<file path="src/rtl/asp_pkg.sv">
// asp_pkg: declarations shared by the ASP operation scheduler files.
//   sched_state_t : scheduler FSM state (IDLE / ISSUE / BUSY)
//   OP_*          : datapath opcodes for the default channel wiring
//   CH_*          : request channel indices for the default wiring
//   age_width()   : width of an age counter for a given AGE_MAX
package asp_pkg;

   typedef enum logic [1:0] {
      ST_IDLE  = 2'd0,
      ST_ISSUE = 2'd1,
      ST_BUSY  = 2'd2
   } sched_state_t;

   localparam int OP_NOP = 0;
   localparam int OP_TXE = 1;
   localparam int OP_RXA = 2;
   localparam int OP_LOG = 3;

   localparam int CH_TXE = 0;
   localparam int CH_RXA = 1;
   localparam int CH_LOG = 2;

   // The counter must hold 0..AGE_MAX. It is kept at least one bit wide so
   // that AGE_MAX=0 (aging disabled) still gives a legal vector.
   function automatic int age_width(input int age_max);
      return (age_max < 1) ? 1 : $clog2(age_max + 1);
   endfunction

endpackage

</file>
<file path="src/rtl/asp_prio_pick.sv">
// asp_prio_pick: combinational request picker for the operation scheduler.
//   req      in  NUM_REQ  request vector
//   start    in  IDX_W    fixed mode: top-priority channel
//                         round-robin mode: first channel searched
//   aged     in  NUM_REQ  channels whose age counter has reached the limit
//   rr_mode  in  1        0 = fixed priority with aging, 1 = round-robin
//   pick     out NUM_REQ  one-hot pick (all zero when req is zero)
//   pick_idx out IDX_W    index of the picked channel
module asp_prio_pick
   import asp_pkg::*;
#(
   parameter int NUM_REQ = 3,
   parameter int IDX_W   = $clog2(NUM_REQ)
) (
   input  logic [NUM_REQ-1:0] req,
   input  logic [IDX_W-1:0]   start,
   input  logic [NUM_REQ-1:0] aged,
   input  logic               rr_mode,
   output logic [NUM_REQ-1:0] pick,
   output logic [IDX_W-1:0]   pick_idx
);

   logic [NUM_REQ-1:0] aged_req;
   logic [IDX_W-1:0]   cand;
   logic               found;

   always_comb begin
      aged_req = req & aged;
      pick     = '0;
      pick_idx = '0;
      cand     = '0;
      found    = 1'b0;
      if (rr_mode) begin
         // Ascending search with wrap, beginning at start.
         for (int k = 0; k < NUM_REQ; k++) begin
            cand = IDX_W'((int'(start) + k) % NUM_REQ);
            if (!found && req[cand]) begin
               found    = 1'b1;
               pick_idx = cand;
            end
         end
      end else if (|aged_req) begin
         // Starved channels beat everyone; lowest index among them.
         for (int i = 0; i < NUM_REQ; i++) begin
            if (!found && aged_req[i]) begin
               found    = 1'b1;
               pick_idx = IDX_W'(i);
            end
         end
      end else if (req[start]) begin
         found    = 1'b1;
         pick_idx = start;
      end else begin
         // The top channel is idle: the rest go in ascending index order.
         for (int i = 0; i < NUM_REQ; i++) begin
            if (!found && req[i]) begin
               found    = 1'b1;
               pick_idx = IDX_W'(i);
            end
         end
      end
      if (found) begin
         pick[pick_idx] = 1'b1;
      end
   end

endmodule

</file>
<file path="src/rtl/asp_op_scheduler.sv">
// asp_op_scheduler: issues one datapath opcode at a time from NUM_REQ
// level-sensitive request lines, then waits for completion.
//   clk, reset    in   clock; synchronous active-high reset
//   req_in        in   level requests (bit0 TXE, bit1 RXA, bit2 LOG)
//   rr_mode_in    in   0 = fixed priority with aging, 1 = round-robin
//   op_ready_in   in   datapath accepts the offered opcode
//   op_done_in    in   datapath finished the accepted operation
//   op_valid_out  out  opcode offered (ISSUE)
//   opcode_out    out  granted index+1 in ISSUE/BUSY, 0 (NOP) in IDLE
//   grant_out     out  one-hot grant in ISSUE/BUSY
//   busy_out      out  high in ISSUE and BUSY
//   state_out     out  current scheduler state, for debug
//
// Handshake: the opcode transfers on the edge where op_valid_out and
// op_ready_in are both high; op_valid_out stays high with a stable opcode
// until then. op_done_in counts only in BUSY and op_ready_in only in ISSUE.
// Requests and mode are sampled only in IDLE.
module asp_op_scheduler
   import asp_pkg::*;
#(
   parameter int NUM_REQ  = 3,
   parameter int OP_W     = $clog2(NUM_REQ + 1),
   parameter int PRIO_TOP = CH_RXA,
   parameter int AGE_MAX  = 4
) (
   input  logic               clk,
   input  logic               reset,
   input  logic [NUM_REQ-1:0] req_in,
   input  logic               rr_mode_in,
   input  logic               op_ready_in,
   input  logic               op_done_in,
   output logic               op_valid_out,
   output logic [OP_W-1:0]    opcode_out,
   output logic [NUM_REQ-1:0] grant_out,
   output logic               busy_out,
   output sched_state_t       state_out
);

   localparam int               IDX_W    = $clog2(NUM_REQ);
   localparam int               AGE_W    = age_width(AGE_MAX);
   localparam logic [IDX_W-1:0] LAST_IDX = IDX_W'(NUM_REQ - 1);
   localparam logic [IDX_W-1:0] TOP_IDX  = IDX_W'(PRIO_TOP);
   localparam logic [AGE_W-1:0] AGE_SAT  = AGE_W'(AGE_MAX);

   sched_state_t       state_q;
   sched_state_t       state_d;
   logic [NUM_REQ-1:0] grant_q;
   logic [IDX_W-1:0]   grant_idx_q;
   logic [IDX_W-1:0]   last_grant_q;
   logic [AGE_W-1:0]   age_q [NUM_REQ];

   logic [NUM_REQ-1:0] aged;
   logic [IDX_W-1:0]   start;
   logic [NUM_REQ-1:0] pick;
   logic [IDX_W-1:0]   pick_idx;
   logic               take;

   // A grant is taken on every IDLE cycle with any request pending.
   assign take = (state_q == ST_IDLE) && (|req_in);

   always_comb begin
      start = TOP_IDX;
      if (rr_mode_in) begin
         start = (last_grant_q == LAST_IDX) ? '0 : last_grant_q + IDX_W'(1);
      end
   end

   always_comb begin
      aged = '0;
      for (int i = 0; i < NUM_REQ; i++) begin
         if ((AGE_MAX > 0) && (age_q[i] == AGE_SAT)) begin
            aged[i] = 1'b1;
         end
      end
   end

   asp_prio_pick #(
      .NUM_REQ (NUM_REQ),
      .IDX_W   (IDX_W)
   ) u_pick (
      .req      (req_in),
      .start    (start),
      .aged     (aged),
      .rr_mode  (rr_mode_in),
      .pick     (pick),
      .pick_idx (pick_idx)
   );

   // State register.
   always_ff @(posedge clk) begin
      if (reset) begin
         state_q <= ST_IDLE;
      end else begin
         state_q <= state_d;
      end
   end

   // Next-state logic.
   always_comb begin
      state_d = state_q;
      case (state_q)
         ST_IDLE:  if (take)        state_d = ST_ISSUE;
         ST_ISSUE: if (op_ready_in) state_d = ST_BUSY;
         ST_BUSY:  if (op_done_in)  state_d = ST_IDLE;
         default:                   state_d = ST_IDLE;
      endcase
   end

   // Grant, last_grant and age counters change only when a grant is taken.
   // Ages move only on fixed-mode grants, so they freeze in round-robin.
   always_ff @(posedge clk) begin
      if (reset) begin
         grant_q      <= '0;
         grant_idx_q  <= '0;
         last_grant_q <= LAST_IDX;
         for (int i = 0; i < NUM_REQ; i++) begin
            age_q[i] <= '0;
         end
      end else if (take) begin
         grant_q      <= pick;
         grant_idx_q  <= pick_idx;
         last_grant_q <= pick_idx;
         if (!rr_mode_in) begin
            for (int i = 0; i < NUM_REQ; i++) begin
               if (pick[i] || !req_in[i]) begin
                  age_q[i] <= '0;
               end else if (age_q[i] != AGE_SAT) begin
                  age_q[i] <= age_q[i] + AGE_W'(1);
               end
            end
         end
      end
   end

   // Outputs are decoded from registered state only.
   always_comb begin
      op_valid_out = 1'b0;
      opcode_out   = '0;
      grant_out    = '0;
      busy_out     = 1'b0;
      case (state_q)
         ST_ISSUE: begin
            op_valid_out = 1'b1;
            busy_out     = 1'b1;
            opcode_out   = OP_W'(grant_idx_q) + OP_W'(1);
            grant_out    = grant_q;
         end
         ST_BUSY: begin
            busy_out   = 1'b1;
            opcode_out = OP_W'(grant_idx_q) + OP_W'(1);
            grant_out  = grant_q;
         end
         default: ;
      endcase
   end

   assign state_out = state_q;

endmodule

</file>
<file path="config.mk">
export PLATFORM = sky130hd
export DESIGN_NAME = asp_op_scheduler
export DESIGN_NICKNAME = d
export VERILOG_FILES = /design/src/rtl/asp_pkg.sv /design/src/rtl/asp_prio_pick.sv /design/src/rtl/asp_op_scheduler.sv
export SDC_FILE = /design/constraint.sdc
export NUM_CORES = 1
export LEC_CHECK = 0
export ABC_AREA = 1
export CAP_MARGIN = 15
export CORE_MARGIN = 5
export CORE_UTILIZATION = 30
export DETAILED_ROUTE_END_ITERATION = 8
export PLACE_DENSITY = 0.62
export SKIP_LAST_GASP = 1
export SLEW_MARGIN = 15
export SYNTH_ARGS = -nofsm -noshare
export SYNTH_HDL_FRONTEND = slang
export SYNTH_HIERARCHICAL = 1
export SYNTH_SLANG_ARGS = --single-unit
</file>
<file path="constraint.sdc">
create_clock -name clk -period 2.7 [get_ports clk]
set_input_delay 0.27 -clock clk [delete_from_list [all_inputs] [get_ports clk]]
set_output_delay 0.27 -clock clk [all_outputs]
set_load 0.02 [all_outputs]
</file>
; ---- After elaboration in Yosys (flattened, before gate mapping)
; Memory sizes are Yosys's and may differ from the RTL's.
; Index checks and enable logic that the tools add are counted.
[word_totals]
input_bits = 8
ram_bits = 9
register_bits = 9
n_memories = 1
elab_cells = 164
[memory_table]
columns = name, depth, width, rd, rd_clocked_by_memory_dff, write_ports, line_no
row1 = age_q, 3, 3, 3, 0, 3, asp_op_scheduler.sv:50  ; logic [AGE_W-1:0] age_q [NUM_REQ];
[op_classes]
mux = 99
n_addsub = 7
reduce_logical = 25
n_div = 3
bitwise = 7
n_eq_ne = 12
order_cmp = 6
[op_table]
columns = cell, count
row1 = 1-bit 2-to-1 mux, 71
row2 = 32-bit by 3-bit remainder unit with 32-bit output (second input constant), 2
row3 = 3-bit by 3-bit remainder unit with 32-bit output (second input constant), 1
row4 = 2-bit 2-to-1 mux, 14
row5 = 3-bit 2-to-1 mux, 8
row6 = 2-bit by 3-bit less-than comparator with 1-bit output (second input constant), 5
row7 = 3-bit by 1-bit adder with 3-bit output (second input constant), 3
row8 = 3-bit equality test (second input constant), 3
row9 = 1-bit logical NOT, 9
row10 = 3-bit != test (second input constant), 3
row11 = 1-bit binary-select mux with 2-bit select, 4
row12 = 1-bit logical AND, 8
row13 = 2-bit != test (second input constant), 3
row14 = 1-bit bitwise OR, 6
row15 = 2-bit case mux with 3 select lines, 1
row16 = 3-bit OR reduction, 2
row17 = 2-bit by 1-bit adder with 2-bit output (second input constant), 2
row18 = 2-bit equality test (second input constant), 2
row19 = 2-bit by 1-bit adder with 3-bit output (second input constant), 1
row20 = 2-bit by 2-bit adder with 3-bit output (second input constant), 1
row21 = 3-bit bitwise AND, 1
row22 = 1-bit logical OR, 3
row23 = 3-bit AND reduction, 1
row24 = 1-bit demux with 2-bit select, 1
row25 = other kinds (4), 4

; ---- Longest topological paths before layout
[depth]
depth_word = 33
ltp_mapped = 19

; ---- By module
; Netlist, hierarchy kept.
[by_module_without_submodules]
columns = module, seq_area_each_um2, cells_per_inst, instances, area_each_um2
row1 = asp_op_scheduler, 430.4, 129, 1, 1019.7
row2 = asp_prio_pick, 0.0, 73, 1, 364.1

; ---- Worst setup path before layout
; No wires, ideal clock.
[synth_path]
kind = reg-to-reg
start = reg grant_idx_q[0] (netlist name)
end = mem age_q[0][0] (netlist bit) (enable)
arrival_ps = 2295
path_buffers = 0
setup_slack_ps = 60
setup_ps = 344
period_less_slack_ps = 2640
path_stages_with_launch = 18
path_cell_list = dfxtp_1 o21ai_0 inv_1 ha_1 inv_1 nand2_1 nand3_2 nand2_2 inv_2 nand3_1 nand3_1 nand2_2 nand2_2 nor2_2 inv_1 nand2_1 o21ai_0 o21ai_0
[synth_rtl]
columns = element, line_no
row1 = end: declaration, asp_op_scheduler.sv:50

==> flow_summary.json <==
{
  "antenna_found_initial": 0,
  "fmax_ghz": 0.400,
  "finalHoldViolCount": 0,
  "slew-limit-headroom_pct": 77.0,
  "synth_fp_nets": 224,
  "worstPathArrival_ps": 2480,
  "critical_path_class": "reg2reg",
  "finalMaxSlewViolations": 0,
  "min_from": "grant_q[2]",
  "ys_warn_count": 6,
  "ir_worst_vdd_uv": 558,
  "num_vias": 1293,
  "leakage_nw": 0.939,
  "routedWlPerCell_um": 10.8,
  "ys_types": 23,
  "finish.utilization_pct": 41.6,
  "area_growth_pct": 32.6,
  "grt-ovfl-total": 0,
  "finalSetupTns_ps": 0,
  "drv_cap": 0,
  "core_area_um2": 4410,
  "rr_startpoint": "grant_idx_q[0]",
  "cts_buffers": 3,
  "layout_commonest_cell": "inv_1",
  "critPathRequiredTime_ps": 2680,
  "rrSetupSlack_ps": 200,
  "syn_area_per_cell_um2": 6.85,
  "cts_root_buf": "clkbuf_8",
  "clkSinkCount": 17,
  "finalCritPeriodShare_pct": 92.7,
  "fin_crit_ps": 2500,
  "drt_iter0_drc": 27,
  "ys_seq_area_share_pct": 31.1,
  "worst-r2r-cell-count": 18,
  "groute.usage.overall_pct": 10.3,
  "die-width_um": 77.9,
  "clk_path_buf_depth": 2,
  "max_stage_delay_ps": 350,
  "cts_tree": "yes",
  "design_area_um2": 1840,
  "fin_nets": 264,
  "hold_class": "reg2reg",
  "worst_pin_slew_ps": 343,
  "first_global_vias": 1213,
  "startpoint_type": "flop",
  "whs_ps": 492,
  "yosys_register_bits": 17,
  "mostFrequentLayoutCells": "inv_1, nand2_1, nor2_1",
  "viasPerCell": 4.41,
  "status": "finished, final reports clean",
  "holdPathStages": 2,
  "io_pins": 17,
  "dp_hpwl_um": 2490,
  "cts_hold_buf": 0,
  "finClkSkew_ps": 3.59,
  "drtAntennaViolNets": 0,
  "grt_first_pass_wirelength_um": 5350,
  "powerDensity_nw_per_um2": 838,
  "dpl_cell_area_um2": 1740,
  "diodes": 0,
  "syn_inst": 202,
  "cp_slowest_cell": "dfxtp_2",
  "fp.dieH_um": 77.9,
  "io_buffers": 16,
  "setup_viol": 0,
  "syn-cell-area_um2": 1380,
  "drc_errors": 0,
  "path_cells": "o21ai_2 > inv_2 > buf_4 > ha_1 > inv_1 > nor2_1 > nor2_2 > inv_1 > nand3_1 > nor2_1 > nor2_1 > nand3_1 > nor2_2 > inv_1 > nand2_1 > o21ai_0 > o21ai_1 > buf_4",
  "dieArea_um2": 6070,
  "grt_max_degree": 11,
  "drt_wl_total_um": 3170,
  "worst_setup_path_end_kind": "flop",
  "gp_congestion": 0.839,
  "drive_gt1_share_pct": 21.2,
  "h-tree-depth": 1,
  "start_util_pct": 31.3,
  "dr.pass1.iters": 4,
  "cp_max_fo": 5,
  "fp-row-count": 24,
  "clkTransAtPathRegs_ps": 70,
  "fillers": 450,
  "insertion_delay_ps": 250,
  "critPathLaunch": "grant_idx_q[0]"
}
==> power breakdown <==
part / internal (mW) / switching, mW / leakage (nW)
logic: 0.405 / 0.517 / 0.750
clock network: 0.102 / 0.0904 / 0.0255
registers: 0.357 / 0.0651 / 0.163
==> layer usage <==
layer	wire [um]	track usage, %	vias to the layer above
li1	-	-	703
met1	1550	14.1	569
met2	1490	17.0	19
met3	110	1.97	2
met4	16	2.03	0
met5	0	0	-
==> registers in the layout (all words and copies together), names as in the netlist <==
name / flops
age_q: 9
grant_idx_q: 2
grant_q: 3
last_grant_q: 1
state_out: 2
==> metrics by stage <==
step | setup slack, ps | cells | total power [mW]
3_5_place_dp | -146 | 288 | 1.31
3_3_place_gp | -122 | 288 | 1.30
6_report | 198 | 293 | 1.54
5_1_grt | -9.08 | 293 | 1.67
4_1_cts | 6.49 | 292 | 1.51
2_1_floorplan | 60.3 | 202 | 0.970
==> area by class of cell <==
cell class                 instances  area [um2]  area share, %
sequential                        17         432           23.5
timing repair buffer              36         313           17.0
clock buffer                       3        41.3           2.25
multi-input combinational        140         812           44.2
clock inverter                     1        5.00          0.273
inverter                          44         168           9.13
tap                               52        65.1           3.54
==> worst max-delay path, delay by kind of cell (launching register included) <==
kind / cells / cell delay [ps]
and+or+nand+nor: 8 / 760
adders and majority gates: 1 / 210
DFF: 1 / 350
AOI/OAI and AO/OA: 3 / 360
buffers and inverters: 6 / 530
==> cells in the mapped netlist <==
library cell,n,share of area (%)
inv_4,1,0.45
nor2_1,32,8.7
nand4_1,3,1.4
dfxtp_1,8,12
o21ai_2,1,0.63
nand3_2,4,2.9
nor2_2,2,0.90
nor3_1,3,1.1
nand3_1,12,4.3
inv_1,40,11
a31oi_1,1,0.45
edfxtp_1,9,20
nand2_1,40,11
xnor2_1,4,2.5
a21oi_1,4,1.4
nand2_4,1,0.81
a21oi_2,1,0.63
o21ai_1,2,0.72
nand2_2,5,2.3
inv_2,3,0.81
buf_4,1,0.54
ha_1,14,13
o21ai_0,11,4.0
==> final timing paths <==
| path | end |
|---|---|
| min reg2reg | grant_q[2] |
| min | grant_q[2] |
| max reg2reg | age_q[0][0] |
| max | age_q[0][0] |
==> timing repair <==
| action | 4_1_cts | 5_1_grt |
|---|---|---|
| gates resized for setup | 0 | 14 |
| buffers inserted | 0 | 1 |
| setup endpoints to repair | 0 | 12 |
==> cells by family after synthesis <==
family | after synthesis | share of synthesized area [%]
xor+xnor | 4 | 2.53
fa+ha+maj | 14 | 12.7
compound gates | 20 | 7.87
flops | 17 | 31.1
simple gates | 102 | 33.2
buf+inv | 45 | 12.7
Note: power is estimated with default switching activity, not from simulation.
